**src/rtl/demux_1_to_3_32_bit_pkg.sv**
```systemverilog
`default_nettype none
// ============================================================================
// demux_1_to_3_32_bit_pkg : shared word constants and channel encodings
// Revision: 1.0
// ============================================================================
package demux_1_to_3_32_bit_pkg;

  localparam int DATA_W  = 32;
  localparam int NUM_OUT = 3;

  localparam logic [DATA_W-1:0] WORD_ZERO = '0;

  // Shared with the 3-to-1 mux so both blocks decode channels identically.
  localparam logic [1:0] OUT_0   = 2'b00;
  localparam logic [1:0] OUT_1   = 2'b01;
  localparam logic [1:0] OUT_2   = 2'b10;
  localparam logic [1:0] DISCARD = 2'b11;

  typedef logic [1:0] chan_sel_t;

  function automatic chan_sel_t chan_code(input int idx);
    chan_sel_t code;
    case (idx)
      0:       code = OUT_0;
      1:       code = OUT_1;
      2:       code = OUT_2;
      default: code = DISCARD;
    endcase
    return code;
  endfunction

endpackage
`default_nettype wire

```
**src/rtl/demux_1_to_3_32_bit_if.sv**
```systemverilog
`default_nettype none
// ============================================================================
// demux_1_to_3_32_bit_if : producer and three consumer handshakes
// Revision: 1.0
// ============================================================================
interface demux_1_to_3_32_bit_if #(
  parameter int WIDTH      = 32,
  parameter int DROP_CNT_W = 8
);

  logic [WIDTH-1:0]      in_data;
  logic [1:0]            in_sel;
  logic                  in_valid;
  logic                  in_ready;

  logic [WIDTH-1:0]      out_0_data;
  logic                  out_0_valid;
  logic                  out_0_ready;
  logic [WIDTH-1:0]      out_1_data;
  logic                  out_1_valid;
  logic                  out_1_ready;
  logic [WIDTH-1:0]      out_2_data;
  logic                  out_2_valid;
  logic                  out_2_ready;

  logic [DROP_CNT_W-1:0] drop_count;

  modport master (
    output in_data, in_sel, in_valid,
    input  in_ready,
    input  out_0_data, out_0_valid,
    output out_0_ready,
    input  out_1_data, out_1_valid,
    output out_1_ready,
    input  out_2_data, out_2_valid,
    output out_2_ready,
    input  drop_count
  );

  modport slave (
    input  in_data, in_sel, in_valid,
    output in_ready,
    output out_0_data, out_0_valid,
    input  out_0_ready,
    output out_1_data, out_1_valid,
    input  out_1_ready,
    output out_2_data, out_2_valid,
    input  out_2_ready,
    output drop_count
  );

endinterface
`default_nettype wire

```
**src/rtl/demux_1_to_3_32_bit_out_slot.sv**
```systemverilog
`default_nettype none
// ============================================================================
// demux_out_slot : one-entry valid/ready holding register for one channel
// Revision: 1.0
// ============================================================================
module demux_out_slot
  import demux_1_to_3_32_bit_pkg::*;
#(
  parameter int WIDTH = 32
) (
  input  logic             clk,
  input  logic             rst,
  input  logic             load,
  input  logic [WIDTH-1:0] load_data,
  input  logic             drain_ready,
  output logic             valid,
  output logic [WIDTH-1:0] data,
  output logic             free
);

  logic             valid_q, valid_d;
  logic [WIDTH-1:0] data_q, data_d;

  // A draining slot can accept a replacement word on the same edge.
  assign free = !valid_q || drain_ready;

  always_comb begin
    valid_d = valid_q;
    data_d  = data_q;
    if (load) begin
      valid_d = 1'b1;
      data_d  = load_data;
    end else if (valid_q && drain_ready) begin
      valid_d = 1'b0;
    end
  end

  always_ff @(posedge clk or negedge rst) begin
    if (!rst) begin
      valid_q <= 1'b0;
      data_q  <= WIDTH'(WORD_ZERO);
    end else begin
      valid_q <= valid_d;
      data_q  <= data_d;
    end
  end

  assign valid = valid_q;
  assign data  = data_q;

endmodule
`default_nettype wire

```
**src/rtl/demux_1_to_3_32_bit.sv**
```systemverilog
`default_nettype none
// ============================================================================
// demux_1_to_3_32_bit : registered 1-to-3 word demux with saturating drop count
// Revision: 1.0
// ============================================================================
module demux_1_to_3_32_bit
  import demux_1_to_3_32_bit_pkg::*;
#(
  parameter int WIDTH      = 32,
  parameter int DROP_CNT_W = 8
) (
  input  logic                    clk,
  input  logic                    rst,
  demux_1_to_3_32_bit_if.slave    bus
);

  logic [NUM_OUT-1:0]    sel_hit;
  logic [NUM_OUT-1:0]    slot_load;
  logic [NUM_OUT-1:0]    slot_valid;
  logic [NUM_OUT-1:0]    slot_free;
  logic [NUM_OUT-1:0]    slot_drain;
  logic [WIDTH-1:0]      slot_data [NUM_OUT];
  logic                  in_ready;
  logic                  drop_accept;
  logic [DROP_CNT_W-1:0] drop_count_q, drop_count_d;

  assign slot_drain = {bus.out_2_ready, bus.out_1_ready, bus.out_0_ready};

  always_comb begin
    sel_hit = '0;
    for (int i = 0; i < NUM_OUT; i++) begin
      sel_hit[i] = (bus.in_sel == chan_code(i));
    end
  end

  // in_ready looks only at the selected slot so other stalls never block it.
  always_comb begin
    in_ready = 1'b1;
    case (bus.in_sel)
      OUT_0:   in_ready = slot_free[0];
      OUT_1:   in_ready = slot_free[1];
      OUT_2:   in_ready = slot_free[2];
      default: in_ready = 1'b1;
    endcase
  end

  assign slot_load   = sel_hit & slot_free & {NUM_OUT{bus.in_valid}};
  assign drop_accept = bus.in_valid && (bus.in_sel == DISCARD);

  always_comb begin
    drop_count_d = drop_count_q;
    if (drop_accept && (drop_count_q != {DROP_CNT_W{1'b1}})) begin
      drop_count_d = drop_count_q + {{(DROP_CNT_W-1){1'b0}}, 1'b1};
    end
  end

  always_ff @(posedge clk or negedge rst) begin
    if (!rst) begin
      drop_count_q <= '0;
    end else begin
      drop_count_q <= drop_count_d;
    end
  end

  for (genvar g = 0; g < NUM_OUT; g++) begin : g_slot
    demux_out_slot #(
      .WIDTH (WIDTH)
    ) u_slot (
      .clk         (clk),
      .rst         (rst),
      .load        (slot_load[g]),
      .load_data   (bus.in_data),
      .drain_ready (slot_drain[g]),
      .valid       (slot_valid[g]),
      .data        (slot_data[g]),
      .free        (slot_free[g])
    );
  end

  assign bus.in_ready    = in_ready;
  assign bus.out_0_valid = slot_valid[0];
  assign bus.out_0_data  = slot_data[0];
  assign bus.out_1_valid = slot_valid[1];
  assign bus.out_1_data  = slot_data[1];
  assign bus.out_2_valid = slot_valid[2];
  assign bus.out_2_data  = slot_data[2];
  assign bus.drop_count  = drop_count_q;

endmodule
`default_nettype wire

```
**src/flat_wrapper.sv**
```systemverilog
// flat-port wrapper written by rule: the top's interface ports become plain ports
module demux_1_to_3_32_bit_flat import demux_1_to_3_32_bit_pkg::*;
#(
  parameter int WIDTH      = 32,
  parameter int DROP_CNT_W = 8
)
  (clk, rst, bus_in_data, bus_in_sel, bus_in_valid, bus_in_ready, bus_out_0_data, bus_out_0_valid, bus_out_0_ready, bus_out_1_data, bus_out_1_valid, bus_out_1_ready, bus_out_2_data, bus_out_2_valid, bus_out_2_ready, bus_drop_count);
  demux_1_to_3_32_bit_if #(.WIDTH(WIDTH), .DROP_CNT_W(DROP_CNT_W)) bus_i ();
  input  logic clk;
  input  logic rst;
  input wire logic [$bits(bus_i.in_data)-1:0] bus_in_data;
  input wire logic [$bits(bus_i.in_sel)-1:0] bus_in_sel;
  input wire logic [$bits(bus_i.in_valid)-1:0] bus_in_valid;
  output wire logic [$bits(bus_i.in_ready)-1:0] bus_in_ready;
  output wire logic [$bits(bus_i.out_0_data)-1:0] bus_out_0_data;
  output wire logic [$bits(bus_i.out_0_valid)-1:0] bus_out_0_valid;
  input wire logic [$bits(bus_i.out_0_ready)-1:0] bus_out_0_ready;
  output wire logic [$bits(bus_i.out_1_data)-1:0] bus_out_1_data;
  output wire logic [$bits(bus_i.out_1_valid)-1:0] bus_out_1_valid;
  input wire logic [$bits(bus_i.out_1_ready)-1:0] bus_out_1_ready;
  output wire logic [$bits(bus_i.out_2_data)-1:0] bus_out_2_data;
  output wire logic [$bits(bus_i.out_2_valid)-1:0] bus_out_2_valid;
  input wire logic [$bits(bus_i.out_2_ready)-1:0] bus_out_2_ready;
  output wire logic [$bits(bus_i.drop_count)-1:0] bus_drop_count;
  assign bus_i.in_data = bus_in_data;
  assign bus_i.in_sel = bus_in_sel;
  assign bus_i.in_valid = bus_in_valid;
  assign bus_in_ready = bus_i.in_ready;
  assign bus_out_0_data = bus_i.out_0_data;
  assign bus_out_0_valid = bus_i.out_0_valid;
  assign bus_i.out_0_ready = bus_out_0_ready;
  assign bus_out_1_data = bus_i.out_1_data;
  assign bus_out_1_valid = bus_i.out_1_valid;
  assign bus_i.out_1_ready = bus_out_1_ready;
  assign bus_out_2_data = bus_i.out_2_data;
  assign bus_out_2_valid = bus_i.out_2_valid;
  assign bus_i.out_2_ready = bus_out_2_ready;
  assign bus_drop_count = bus_i.drop_count;
  demux_1_to_3_32_bit #(.WIDTH(WIDTH), .DROP_CNT_W(DROP_CNT_W)) u_core (.clk(clk), .rst(rst), .bus(bus_i));
endmodule
```
**config.mk**
```make
export PLATFORM = sky130hd
export DESIGN_NAME = demux_1_to_3_32_bit_flat
export DESIGN_NICKNAME = d
export VERILOG_FILES = /design/src/rtl/demux_1_to_3_32_bit_pkg.sv /design/src/rtl/demux_1_to_3_32_bit_if.sv /design/src/rtl/demux_1_to_3_32_bit_out_slot.sv /design/src/rtl/demux_1_to_3_32_bit.sv /design/src/flat_wrapper.sv
export SDC_FILE = /design/constraint.sdc
export NUM_CORES = 1
export LEC_CHECK = 0
export CORE_AREA = 5 5 108 110
export CTS_BUF_LIST = sky130_fd_sc_hd__clkbuf_4 sky130_fd_sc_hd__clkbuf_8 sky130_fd_sc_hd__clkbuf_16
export CTS_CLUSTER_SIZE = 16
export DETAILED_ROUTE_END_ITERATION = 8
export DIE_AREA = 0 0 113 115
export GPL_TIMING_DRIVEN = 0
export PLACE_DENSITY = 0.75
export SLEW_MARGIN = 25
export SYNTH_ARGS = -nofsm -noshare
export SYNTH_HDL_FRONTEND = slang
export SYNTH_SLANG_ARGS = --single-unit
```
**constraint.sdc**
```tcl
create_clock -name clk -period 1.4 [get_ports clk]
set_input_delay 0.28 -clock clk [delete_from_list [all_inputs] [get_ports clk]]
set_output_delay 0.28 -clock clk [all_outputs]
set_load 0.005 [all_outputs]
```
==> results, run 1 <==
- The mean cell area of the mapped netlist is ~16 um^2.
- The most common cell after layout, fill and taps aside is sky130_fd_sc_hd__dlygate4sd2_1.
- Counting tap cells, the placed design contains a total of ~550 instances.
- After detailed routing, the number of remaining DRC violations is 0.
- Routability-driven placement finished with a final weighted congestion of ~0.75.
- The count of port buffers added during placement is about 150.
- The number of routed nets with antenna violations is 0.
- The number of iterations in the first detailed-routing pass is 4.
- The number of storage elements in the synthesis netlist is roughly 110.
- The clock transition at the registers of the reported paths is about 0.10 ns.
- The TritonCTS clock tree is done.
- The ratio of total power to cell area is approximately 1300 nW/um^2.
- The worst path required time is 1.64 ns.
- The final max-slew violation count is 0.
- In this run switching power makes up 27.4% of total power.
- The maximum single-stage delay on the critical path is roughly 0.42 ns.
- The longest clock path from root to sink contains 2 buffers.
- The worst supply voltage drop on vdd is about 760 uV.
- The share of total power dissipated in combinational logic is 33.3%.
- The fraction of final layout cells with drive strength greater than 1 is a little over two fifths.
- STA classifies the critical path startpoint as a register.
- The minimum hold slack is approximately 0.33 ns.
- For this run, the total global-route usage over all layers was measured as 17.1%.
- Setup violations remaining at the end of the flow were counted as 67.
- Sequential cells account for a little under half of the total power.
- For this run, the top clock speed supported by timing is roughly 0.63 GHz.
- The floorplan step set the die width to 113 um.
- Max-cap violations in this run came to 0.
- In this run the worst hold path is classified as input port to register.
- The sequential cells in the finished layout cover a total of 2680 um^2.
- Along the worst hold path, the cell count comes to 4.
- The area added between synthesis and finish is 61.3%.
- The total routed wirelength is approximately 11 mm.
- The net count of the mapped netlist is just over 300.
- The number of sinks on the clock net is roughly 110.
- For this design the total switching power over the nets is between 2000 and 2500 uW.
- The floorplan core area is roughly 11000 um^2.
- The floorplan step set the die height to approximately 120 um.
- The shortest period the worst path allows is approximately 1.6 ns.
- The internal power is about 6500 uW.
- Measured against its own limit, the worst slew margin works out to 68.7%.
- The critical path goes through buf_6 > nor2b_4 > nor3_4 > buf_6 > clkbuf_16 > mux2_4.
- The half-perimeter wire length after placement is 7.32 mm.
- The library cells used most frequently in the layout, excluding fill and tap cells, are sky130_fd_sc_hd__dlygate4sd2_1, sky130_fd_sc_hd__dfrtp_1, sky130_fd_sc_hd__mux2_2.
- The depth of the most critical reg-to-reg path is 6.
- The number of I/O pins is roughly 150.
- Once layout is complete, the cells apart from fillers number 621.
- The net count of the finished layout is 517.
- The clock tree synthesis step divided the H-tree into 3 levels.
- Yosys printed 0 warnings.
- The detailed router finished its first iteration with 90 violations.
- Entering global routing, the biggest net connects 60 pins.
- Measured on the finished design, the core utilization comes to about 64%.
- Setup repair after global routing could not meet its margin everywhere.
- For this design the static power due to leakage is approximately 0.0032 uW.
- The area of the multi-input gates is about 1600 um^2.
- The data arrival time of the worst path is 1.82 ns.
- The run finished, with violations left.
- At the pin with the least slew margin, the transition time is around 0.47 ns.
- The initial antenna violation count is 0.
- Along the worst path, the maximum fanout reaches 5.
- The count of fill cells added during filler insertion is roughly 840.
- The post-route worst setup slack is -0.188 ns.
- The die area is between 10000 and 15000 um^2.
- The category of the critical setup timing path is register to register.
- 0 antenna diodes ended up in the layout.
- The total number of placement rows is 38.
- The number of CTS-inserted buffers is 9.
- The part of the Yosys area used for sequential elements is between 60% and 70%.
- STA classifies the critical path endpoint as a register.
- Yosys mapped the design onto 28 distinct sky130hd cell types.
- The mapped netlist covers between 4000 and 5000 um^2.
- The number of global-route vias before repair came to about 3300.
- The initial utilization of the core area, before any placement, comes to 39.7%.
- The sum of overflow across all layers after global routing is 0.
- Dividing the detail-routed wire length by the instance count gives around 18 um.
- The gate count after technology mapping is approximately 260.
- The setup skew after layout is slightly above 0.009 ns.
- By instance count, the cell type seen most on the critical path is sky130_fd_sc_hd__buf_6.
- The number of hold violations in the final report is 0.
- The cell with the largest stage delay on the worst path is sky130_fd_sc_hd__dfrtp_1.
- The library cell used as clock root buffer is sky130_fd_sc_hd__clkbuf_8.
- The clock share of power is roughly a fifth.
- The final reports fail on setup timing.
- The first global-routing pass estimated roughly 18 mm of wire.
- For the worst-skew pair, the clock arrives at the later sink with an insertion delay of between 0.3 and 0.4 ns.
- The detailed router placed slightly below 3000 vias in this run.
- The via-per-instance ratio is 4.77.
- The post-route clock period utilization is 113%.
-- registers in the layout, summed over array words and instances (netlist names) --
name and flops:
u_core.g_slot.u_slot.data 96, u_core.g_slot.u_slot.valid 3, u_core.bus.drop_count 8
-- repair_timing --
item / 4_1_cts / 5_1_grt
gates resized for setup: 176 / 24
hold buffers: 1 / 0
hold endpoints to repair: 48 / 0
pin swaps: 8 / 7
gates cloned: 3 / 4
setup endpoints to repair: 206 / 103
setup buffers: 42 / 6
-- power groups by stage --
stage          combinational, uW  sequential [uW]  clock [uW]
3_5_place_dp                2600             4260           0
2_1_floorplan                785             4250           0
3_3_place_gp                2540             4220           0
6_report                    2960             4100        1840
5_1_grt                     3190             4190        2050
4_1_cts                     2810             4080        1900
-- stage by stage --
stage | total power [uW] | setup WS (ns) | instance area [um^2] | TNS (ns)
finish | 8890 | -0.188 | 6800 | -6.98
floorplan | 5040 | -0.0532 | 4240 | -1.50
global placement | 6760 | -3.95 | 5890 | -486.14
CTS | 8790 | -0.172 | 6570 | -7.58
global route | 9430 | -0.248 | 6800 | -9.89
detailed placement | 6860 | -0.749 | 5910 | -64.86
-- cell families after synthesis --
group	Yosys count	synth area share (%)
flops	107	63.5
mux	100	27.6
simple gates	30	4.22
buf+inv	11	2.35
compound gates	10	1.57
xor+xnor	2	0.416
fa+ha+maj	1	0.297
-- synth_stat cells --
| cell | n | area share (%) |
|---|---|---|
| sky130_fd_sc_hd__a2111oi_0 | 1 | 0.21 |
| sky130_fd_sc_hd__a21oi_1 | 2 | 0.24 |
| sky130_fd_sc_hd__a41oi_1 | 1 | 0.21 |
| sky130_fd_sc_hd__and3_1 | 4 | 0.59 |
| sky130_fd_sc_hd__and4_1 | 1 | 0.21 |
| sky130_fd_sc_hd__buf_2 | 4 | 0.48 |
| sky130_fd_sc_hd__buf_6 | 7 | 1.9 |
| sky130_fd_sc_hd__dfrtp_1 | 107 | 64 |
| sky130_fd_sc_hd__ha_1 | 1 | 0.30 |
| sky130_fd_sc_hd__mux2_1 | 2 | 0.53 |
| sky130_fd_sc_hd__mux2_2 | 88 | 24 |
| sky130_fd_sc_hd__mux2_4 | 10 | 3.6 |
| sky130_fd_sc_hd__nand2_1 | 9 | 0.80 |
| sky130_fd_sc_hd__nand2b_1 | 3 | 0.45 |
| sky130_fd_sc_hd__nand3_1 | 2 | 0.24 |
| sky130_fd_sc_hd__nand3b_1 | 2 | 0.36 |
| sky130_fd_sc_hd__nand4_1 | 3 | 0.45 |
| sky130_fd_sc_hd__nor2_1 | 1 | 0.089 |
| sky130_fd_sc_hd__nor2b_1 | 1 | 0.15 |
| sky130_fd_sc_hd__nor2b_2 | 1 | 0.21 |
| sky130_fd_sc_hd__nor3_4 | 1 | 0.39 |
| sky130_fd_sc_hd__nor4_1 | 1 | 0.15 |
| sky130_fd_sc_hd__o2111a_1 | 1 | 0.27 |
| sky130_fd_sc_hd__o211ai_1 | 1 | 0.18 |
| sky130_fd_sc_hd__o21ai_0 | 3 | 0.36 |
| sky130_fd_sc_hd__o21ai_1 | 1 | 0.12 |
| sky130_fd_sc_hd__or2_2 | 1 | 0.15 |
| sky130_fd_sc_hd__xnor2_1 | 2 | 0.42 |
-- worst max-delay path, delay by kind of cell (launching register included) --
| kind | cells | cell delay, ns |
|---|---|---|
| buffers and inverters | 3 | 0.48 |
| flip-flops | 1 | 0.42 |
| multiplexers | 1 | 0.29 |
| AND/OR/NAND/NOR | 2 | 0.28 |
-- cell type report --
cell class,count,share of cell area (%)
multi-input combinational,143,24.2
clock buffer,12,2.34
tap,140,2.58
sequential,107,39.5
buffer,11,2.67
clock inverter,4,0.497
timing repair buffer,204,28.3
-- final timing paths --
path	start	endpoint	slack, ns
max in group asynchronous	rst	u_core.g_slot[2].u_slot.data[21]	0.33
worst min-delay path	bus_in_valid	u_core.g_slot[1].u_slot.valid	0.33
worst max-delay path	u_core.g_slot[2].u_slot.valid	u_core.g_slot[2].u_slot.data[21]	-0.19
min in group asynchronous	rst	u_core.g_slot[1].u_slot.data[8]	0.42
worst max register to register	u_core.g_slot[2].u_slot.valid	u_core.g_slot[2].u_slot.data[21]	-0.19
worst min register to register	u_core.g_slot[0].u_slot.data[6]	u_core.g_slot[0].u_slot.data[6]	0.51
-- layer usage --
| layer | track usage (%) | vias to the layer above | wire [um] | part of all wire [%] |
|---|---|---|---|---|
| met3 | 6.11 | 10 | 863 | 7.6 |
| met2 | 28.7 | 94 | 5600 | 49 |
| met4 | 3.45 | 0 | 103 | 0.91 |
| met5 | 0 | - | 0 | 0 |
| met1 | 21.5 | 1498 | 4810 | 42 |
| li1 | - | 1363 | - | - |
(Power assumes the default switching activity.)
==> run 2: changes to the inputs <==
Settings changed: CORE_AREA 5 5 108 110 to 5 5 88 131, CTS_BUF_LIST sky130_fd_sc_hd__clkbuf_4 sky130_fd_sc_hd__clkbuf_8 sky130_fd_sc_hd__clkbuf_16 to sky130_fd_sc_hd__clkbuf_2 sky130_fd_sc_hd__clkbuf_4 sky130_fd_sc_hd__clkbuf_8, CTS_CLUSTER_DIAMETER set to 100, DIE_AREA 0 0 113 115 to 0 0 93 136, PLACE_DENSITY 0.75 to 0.77.
==> run 2 against run 1 <==
Effect of this change: the run still ends with setup timing left; register-to-register slack better by 0.02 ns; critical path depth is the same; first-iteration DRC count is 47% lower; via count increased by 0.88%; largest cell class unchanged.
==> results, run 2 (synthesis results as in run 1) <==
- The weighted congestion reported at the end of routability-driven placement is between 0.8 and 0.9.
- Using the TritonRoute via totals, the vias-per-cell ratio works out to 5.01.
- The number of routed nets with antenna violations is 0.
- The number of global-route vias before repair is between 3000 and 4000.
- Detailed routing placed a total of roughly 6.3 mm of wire on met2.
- The number of flip-flops in the largest register is 96.
- The category of the critical setup timing path is register to register.
- The amount of wire on met3 after detailed routing is 687 um.
- Clock latency on the worst-skew pair, taken at its later pin, is between 0.3 and 0.4 ns.
- The number of hold violations in the final report is 0.
- The final max-slew violation count is 0.
- The floorplan step set the die width to about 93 um.
- In this run the standard cell core region covers about 10000 um^2.
- The die area is 12600 um^2.
- The number of I/O pins is 148.
- The first-pass GRT wire length is 17.6 mm.
- The starting utilization of the core area is 40.7%.
- Setup violations remaining at the end of the flow were counted as 94.
- The library cell used as clock root buffer is sky130_fd_sc_hd__clkbuf_8.
- Leaving out filler cells and counting taps, the final layout contains a little under 600.
- The half-perimeter wire length after placement is about 7.4 mm.
- TritonCTS built the clock tree.
- The worst path uses 112% of the clock period.
- The detail-routed net length per standard cell is 19.9 um.
- The area growth from synthesis to layout is 67.9%.
- The kind of capture point of the worst setup path is a register.
- Detailed routing inserted a total of 2991 vias.
- The flow ran to the end, but the final reports show violations.
- The first detailed-routing pass took 4 iterations.
- Summing all multi-input logic gate instances after layout gives 1850 um^2.
- The clock transition at the registers of the reported paths is approximately 0.10 ns.
- After the last flow step, the layout net total stands at about 510.
- At the worst endpoint, the required time is around 1.7 ns.
- The combined flip-flop and latch cell area is approximately 2700 um^2.
- The max-cap check violation count is 0.
- The worst supply voltage drop on vdd is around 860 uV.
- In the final routing, the length of wire on met1 measures ~4.6 mm.
- The post-route worst setup slack is -0.167 ns.
- In the routed design, unresolved DRC markers number 0.
- The clock arrives with 0.00778 ns of skew.
- Setup repair after global routing could not meet its margin everywhere.
- The library cells used most frequently in the layout, excluding fill and tap cells, are sky130_fd_sc_hd__dlygate4sd2_1, sky130_fd_sc_hd__dfrtp_1, sky130_fd_sc_hd__mux2_4.
- The final reports fail on setup timing.
- The H-tree depth reported by CTS is 3.
- Cells with a size suffix above 1 make up between 40% and 50% of the layout.
- The antenna cell count is 0.
- Buffers placed on the I/O ports in this run total around 150.
- From bottom edge to top edge, the die measures about 140 um.
- No sink is reached through more buffers than the 2 on the longest clock path.
- The DRC violation total after the first TritonRoute iteration is 48.
- Measured against its own limit, the worst slew margin works out to approximately 64%.
- Once placement completed, the tool counted placed cells totaling about 530.
- The largest net degree at the start of global routing is between 50 and 60.
- The peak clock frequency supported by timing is around 0.64 GHz.
- The sum of overflow across all layers after global routing is 0.
- The highest signal layer in the routed design is met4.
- The kind of path behind the tightest hold check is input port to async pin.
- Across every metal layer, demand over resource in global routing totals between 10% and 20%.
- For the pin with the worst max-slew slack, the measured transition is roughly 0.54 ns.
- The layout has 725 filler cells.
- The largest fanout of any net on the critical path is 7.
- Final hold analysis gives a worst-case slack of approximately 0.44 ns.
- The routed design has 11.9 mm of wire.
- The most common cell after layout, fill and taps aside is sky130_fd_sc_hd__dlygate4sd2_1.
- The number of CTS-inserted buffers is 9.
- The critical path launch point type is a register.
- In this run the static leakage power is ~0.0035 uW.
- The initial antenna violation count was 0.
- For this design the ratio of total power to cell area is 1290 nW/um^2.
- After layout, the minimum clock period comes to ~1.6 ns.
- For this design, the sink count on the clock tree is ~110.
- In this run the core area contains between 40 and 50 standard-cell rows.
- The data arrival time of the worst path is 1.81 ns.
run 2: path summary, 6_finish.rpt:
kind / startpoint / slack (ns) / cells past startpoint / end
max: u_core.g_slot[2].u_slot.valid / -0.17 / 6 / u_core.g_slot[2].u_slot.data[23]
min: rst / 0.44 / 2 / u_core.g_slot[0].u_slot.data[24]
max reg2reg: u_core.g_slot[2].u_slot.valid / -0.17 / 6 / u_core.g_slot[2].u_slot.data[23]
min reg2reg: u_core.g_slot[1].u_slot.data[4] / 0.51 / 1 / u_core.g_slot[1].u_slot.data[4]
max in group asynchronous: rst / 0.32 / 3 / u_core.g_slot[2].u_slot.data[11]
min in group clk: bus_in_sel[0] / 0.46 / 3 / u_core.g_slot[1].u_slot.valid
run 2: power breakdown:
group	total, uW	switching [uW]	leakage (uW)	internal (uW)
Clock	1840	1100	0.0000983	745
Sequential	4140	378	0.00127	3760
Combinational	3120	1060	0.00210	2060
run 2: area by class of cell:
type                    instances  share of cell area [%]
flip-flops and latches        107                    37.9
repair buffers                201                    28.7
multi-input cells             143                    26.1
plain buffers                  10                    2.48
well taps                     120                    2.12
clock buffers                  11                    2.05
clock inverters                 5                   0.619
run 2: timing repair:
item,4_1_cts,5_1_grt
setup endpoints to repair,205,103
endpoints found under the hold margin,55,0
cloned,5,4
pin swaps,4,8
hold buffers,1,0
resized for setup,189,85
buffers inserted,33,11
run 2: critical path, stage by stage (launching register included):
cell	delay, ns
sky130_fd_sc_hd__dfrtp_1	0.42
sky130_fd_sc_hd__buf_6	0.12
sky130_fd_sc_hd__nor2b_4	0.12
sky130_fd_sc_hd__nor3_4	0.14
sky130_fd_sc_hd__buf_12	0.18
sky130_fd_sc_hd__clkbuf_16	0.17
sky130_fd_sc_hd__mux2_4	0.29
run 2: through the flow:
step	power (uW)	util [%]	TNS, ns	area (um^2)	setup WS [ns]
2_1_floorplan	5040	-	-1.50	4240	-0.0532
3_3_place_gp	6780	56.6	-473.61	5860	-3.84
3_5_place_dp	6880	56.8	-65.87	5890	-0.758
4_1_cts	8740	63.5	-10.58	6580	-0.177
5_1_grt	9560	68.3	-15.12	7070	-0.201
6_report	9100	68.3	-10.97	7070	-0.167
run 2: metal layers:
metal  track usage (%)  vias to the layer above
met5                 0                        -
met4              8.72                        0
met3              3.88                       26
met2              32.2                      104
met1              20.0                     1504
li1                  -                     1357
==> run 3: changes to the inputs <==
Settings changed: ABC_AREA set to 1, CORE_AREA 5 5 88 131 to 5 5 90 133, CTS_CLUSTER_SIZE 16 to not set, DIE_AREA 0 0 93 136 to 0 0 95 138, REMOVE_ABC_BUFFERS set to 1.
==> run 3 against run 2 <==
Effect of this change: the flow still finishes with violations (setup timing); synthesized cell count grew 65%; critical endpoint is now bus_in_ready; clock skew is essentially flat; setup slack gained 0.12 ns; core utilization shrank 6.8 points; sequential power shrank 5.1%; largest power group unchanged; critical path depth shrank 1.
==> results, run 3 <==
- Setup violations remaining at the end of the flow were counted as 1.
- The depth of the most critical reg-to-reg path is 8.
- The number of antenna diodes in the final layout is 0.
- Across the routed clock network, the largest skew measured is 0.00824 ns.
- Dividing the detail-routed wire length by the instance count gives approximately 16 um.
- The number of warnings reported in the yosys synthesis log is 0.
- The peak clock frequency supported by timing is between 0.6 and 0.7 GHz.
- The endpoint of the worst hold-timing path is u_core.g_slot[1].u_slot.valid.
- The register with the most flip-flops in the layout has 96 of them.
- For this design, the slowest cell found on the critical path is sky130_fd_sc_hd__clkdlybuf4s15_2.
- In the detailed route, the total length drawn on met3 is around 700 um.
- Relative to the synthesized area, the layout overhead comes to 46.1%.
- Entering global routing, the biggest net connects 55 pins.
- The maximum single-stage delay on the critical path is 0.29 ns.
- The relative slew slack is around two thirds.
- For this run, the leading register cell type out of synthesis is sky130_fd_sc_hd__dfrtp_1.
- The category of the critical setup timing path is input port to output pin.
- Once layout is done, the placed cells without fillers occupy between 6000 and 7000 um^2.
- Sequential cells were found to cover approximately 60% of the synthesized design area.
- Counting flops with an async set or reset pin after synthesis yields a share of 100%.
- The total placed instance area is between 6000 and 7000 um^2.
- Summing over every cut layer, the via total after detailed routing is about 3600.
- The shortest period the worst path allows is about 1.4 ns.
- Counting flops and latches in the post-synthesis netlist gives roughly 110.
- The launching point of the worst reg2reg path is u_core.bus.drop_count[0].
- The number of CTS-inserted buffers is 9.
- The mean cell area of the mapped netlist is approximately 10 um^2.
- For the worst-skew pair, the clock arrives at the later sink with an insertion delay of about 0.35 ns.
- The min-delay analysis places its worst path in the category input port to register.
- In this design, the critical path's most frequently occurring cell is sky130_fd_sc_hd__nand3_1.
- Of all cell types, the one taking the most synthesized area is sky130_fd_sc_hd__dfrtp_1.
- The initial utilization of the core area, before any placement, comes to a little over two fifths.
- The synthesized design contains 0 enable-type register cells.
- The first-pass GRT wire length is between 15 and 20 mm.
- Traced cell by cell, the critical path runs through clkdlybuf4s15_2 > inv_1 > nand3_1 > nand3_1 > buf_2.
- Of the cells placed in the final design, the portion with a size suffix greater than 1 is between 20% and 30%.
- For the pin with the worst max-slew slack, the measured transition is between 0.5 and 0.6 ns.
- The total number of placement rows is 46.
- The checks that failed: setup timing.
- In the layout the commonest cells are sky130_fd_sc_hd__nand2_1, sky130_fd_sc_hd__dlygate4sd2_1, sky130_fd_sc_hd__dfrtp_1.
- The startpoint identified for the worst hold timing path is bus_out_1_ready.
- STA classifies the critical path endpoint as an output pin.
- The max-cap check violation count is 0.
- From bottom edge to top edge, the die measures approximately 140 um.
- The die area is 13100 um^2.
- In this run the tool buffered the top-level ports with 147 buffer cells.
- The final max-slew violation count was 0.
- The final core utilization is between 60% and 70%.
- After routing, the total negative slack on setup checks comes to -0.0490 ns.
- Setup repair after global routing could not meet its margin everywhere.
- The post-route worst setup slack is -0.0490 ns.
- Clock-pin slew was measured on the worst setup and hold paths at ~0.1 ns.
- The final layout contains routed wiring with a total length of 12.1 mm.
- The most common cell after layout, fill and taps aside is sky130_fd_sc_hd__nand2_1.
- The sum of overflow across all layers after global routing is 0.
- The number of remaining DRC errors is 0.
- Wire segments on met2 add up to about 6.5 mm in the final route.
- The first detailed-routing pass ran for 4 iterations.
- The number of routed nets with antenna violations is 0.
- In this run the static leakage power is 0.00343 uW.
- The number of I/O pins is around 150.
- The worst register-to-register path ends at u_core.bus.drop_count[4].
- The DRC violation total after the first TritonRoute iteration is 181.
- The gate count after technology mapping is 430.
- Yosys instantiated no cell more often than sky130_fd_sc_hd__nand2_1.
- The number of global-route vias before repair came to around 3800.
- After detailed routing, the wire length on met1 is around 4.7 mm.
- The ratio of total power to cell area is around 1200 nW/um^2.
- The floorplan core area is 10600 um^2.
- The floorplan die width is ~95 um.
- The critical path launch point type is an input port.
- The post-route clock period utilization is 103%.
- At the end of routability-driven placement, the weighted congestion stood at between 0.7 and 0.8.
- The number of buffers on the longest clock path is 2.
- The post-synth design cell area is about 4500 um^2.
- The worst hold path was traced through 5 stages.
- The half-perimeter wire length after placement is around 8 mm.
- The tree is rooted in a sky130_fd_sc_hd__clkbuf_8.
- At the end of the flow, the number of nets in the layout was 654.
- The post-synthesis cell type count is 18.
- The worst path required time is around 1.1 ns.
- TritonCTS built the clock tree.
- The via-per-instance ratio is 4.72.
- The worst supply voltage drop on vdd is approximately 810 uV.
- Data arrives at the worst endpoint at 1.17 ns.
- Counting every sink on the clock net gives approximately 110.
- The number of hold violations in the final report is 0.
- The run finished, with violations left.
- The initial antenna violation count is 0.
- The commonest cells after synthesis are sky130_fd_sc_hd__nand2_1, sky130_fd_sc_hd__dfrtp_1, sky130_fd_sc_hd__o21ai_2, sky130_fd_sc_hd__inv_1, sky130_fd_sc_hd__o21ai_0.
- In this run the worst path has a maximum fanout of 6.
- In this run the number of H-tree levels came out at 3.
- The share of Yosys cell area claimed by the top area cell type is about three fifths.
- Yosys attributes the largest share of cell area to sky130_fd_sc_hd__dfrtp_1, sky130_fd_sc_hd__o21ai_2, sky130_fd_sc_hd__nand2_1.
- The reg2reg setup slack is ~0.060 ns.
- Routed signal wires occupy layers up through met4.
- The total power draw is about 8000 uW.
- Global routing used between 10% and 20% of the available tracks across all layers.
run 3: cell count changes after synthesis, moves of 10 or more:
cell,previous run,this run
sky130_fd_sc_hd__o21ai_0,3,22
sky130_fd_sc_hd__buf_6,7,18
sky130_fd_sc_hd__inv_1,0,45
sky130_fd_sc_hd__mux2_2,88,0
sky130_fd_sc_hd__o21ai_2,0,67
sky130_fd_sc_hd__mux2_4,10,0
sky130_fd_sc_hd__nand2_1,9,134
sky130_fd_sc_hd__o21ai_1,1,11
run 3: worst max path at each step:
stage                                  start                          endpoint  slack [ns]
6_report                       bus_in_sel[0]                      bus_in_ready       -0.05
5_1_grt        u_core.g_slot[1].u_slot.valid                      bus_in_ready        -0.1
4_1_cts                      bus_out_1_ready                      bus_in_ready       -0.12
3_5_place_dp                    bus_in_valid  u_core.g_slot[1].u_slot.data[22]       -0.77
3_3_place_gp                             rst   u_core.g_slot[2].u_slot.data[3]       -3.80
2_1_floorplan  u_core.g_slot[1].u_slot.valid  u_core.g_slot[1].u_slot.data[22]       -1.09
run 3: logic make-up (layout without fill, tap and decap cells):
family	after synthesis	count (layout)	synth area share (%)
DFF	107	107	60.1
buffers and inverters	67	252	8.68
xor gates and xnor gates	3	3	0.590
adders and majority gates	1	1	0.281
and+or+nand+nor	152	155	13.5
AOI/OAI and AO/OA	100	100	16.9
run 3: metal layers:
| metal | GRT usage [%] | vias to the layer above |
|---|---|---|
| met5 | 0 | - |
| met4 | 4.94 | 0 |
| met1 | 22.2 | 1746 |
| met3 | 5.05 | 13 |
| met2 | 32.0 | 107 |
| li1 | - | 1731 |
run 3: power by group:
part	switching (uW)	total, uW	internal [uW]
Sequential	293	3930	3630
Combinational	1050	2270	1210
Clock	979	1810	829
Total	2330	8000	5680
run 3: timing repair:
action                                  CTS  global route
setup buffers                            36             2
hold buffers                              1             0
gates resized for setup                 133            12
cloned                                    2             1
endpoints found under the setup margin  211            24
pin swaps                                 7             5
hold endpoints to repair                 53             0
run 3: final cells by class:
cell class	count	area (um^2)
fill	909	4080
clock inverter	1	7.51
inverter	46	175
sequential	107	2680
multi-input combinational	259	1540
timing repair buffer	190	1750
clock buffer	15	181
tap	144	180
run 3: worst max-delay path: cells and delay by family:
kind                   cells  cell delay, ns
and+or+nand+nor            2            0.21
buffers and inverters      3            0.67
run 3: per-stage QoR:
stage / setup slack (ns) / hold WS [ns] / instances
after floorplan: -1.09 / -0.0156 / 409
after global placement: -3.80 / 0.466 / 700
after detailed placement: -0.774 / 0.264 / 704
after CTS: -0.122 / 0.445 / 759
after global routing: -0.0989 / 0.387 / 762
final: -0.0490 / 0.403 / 762
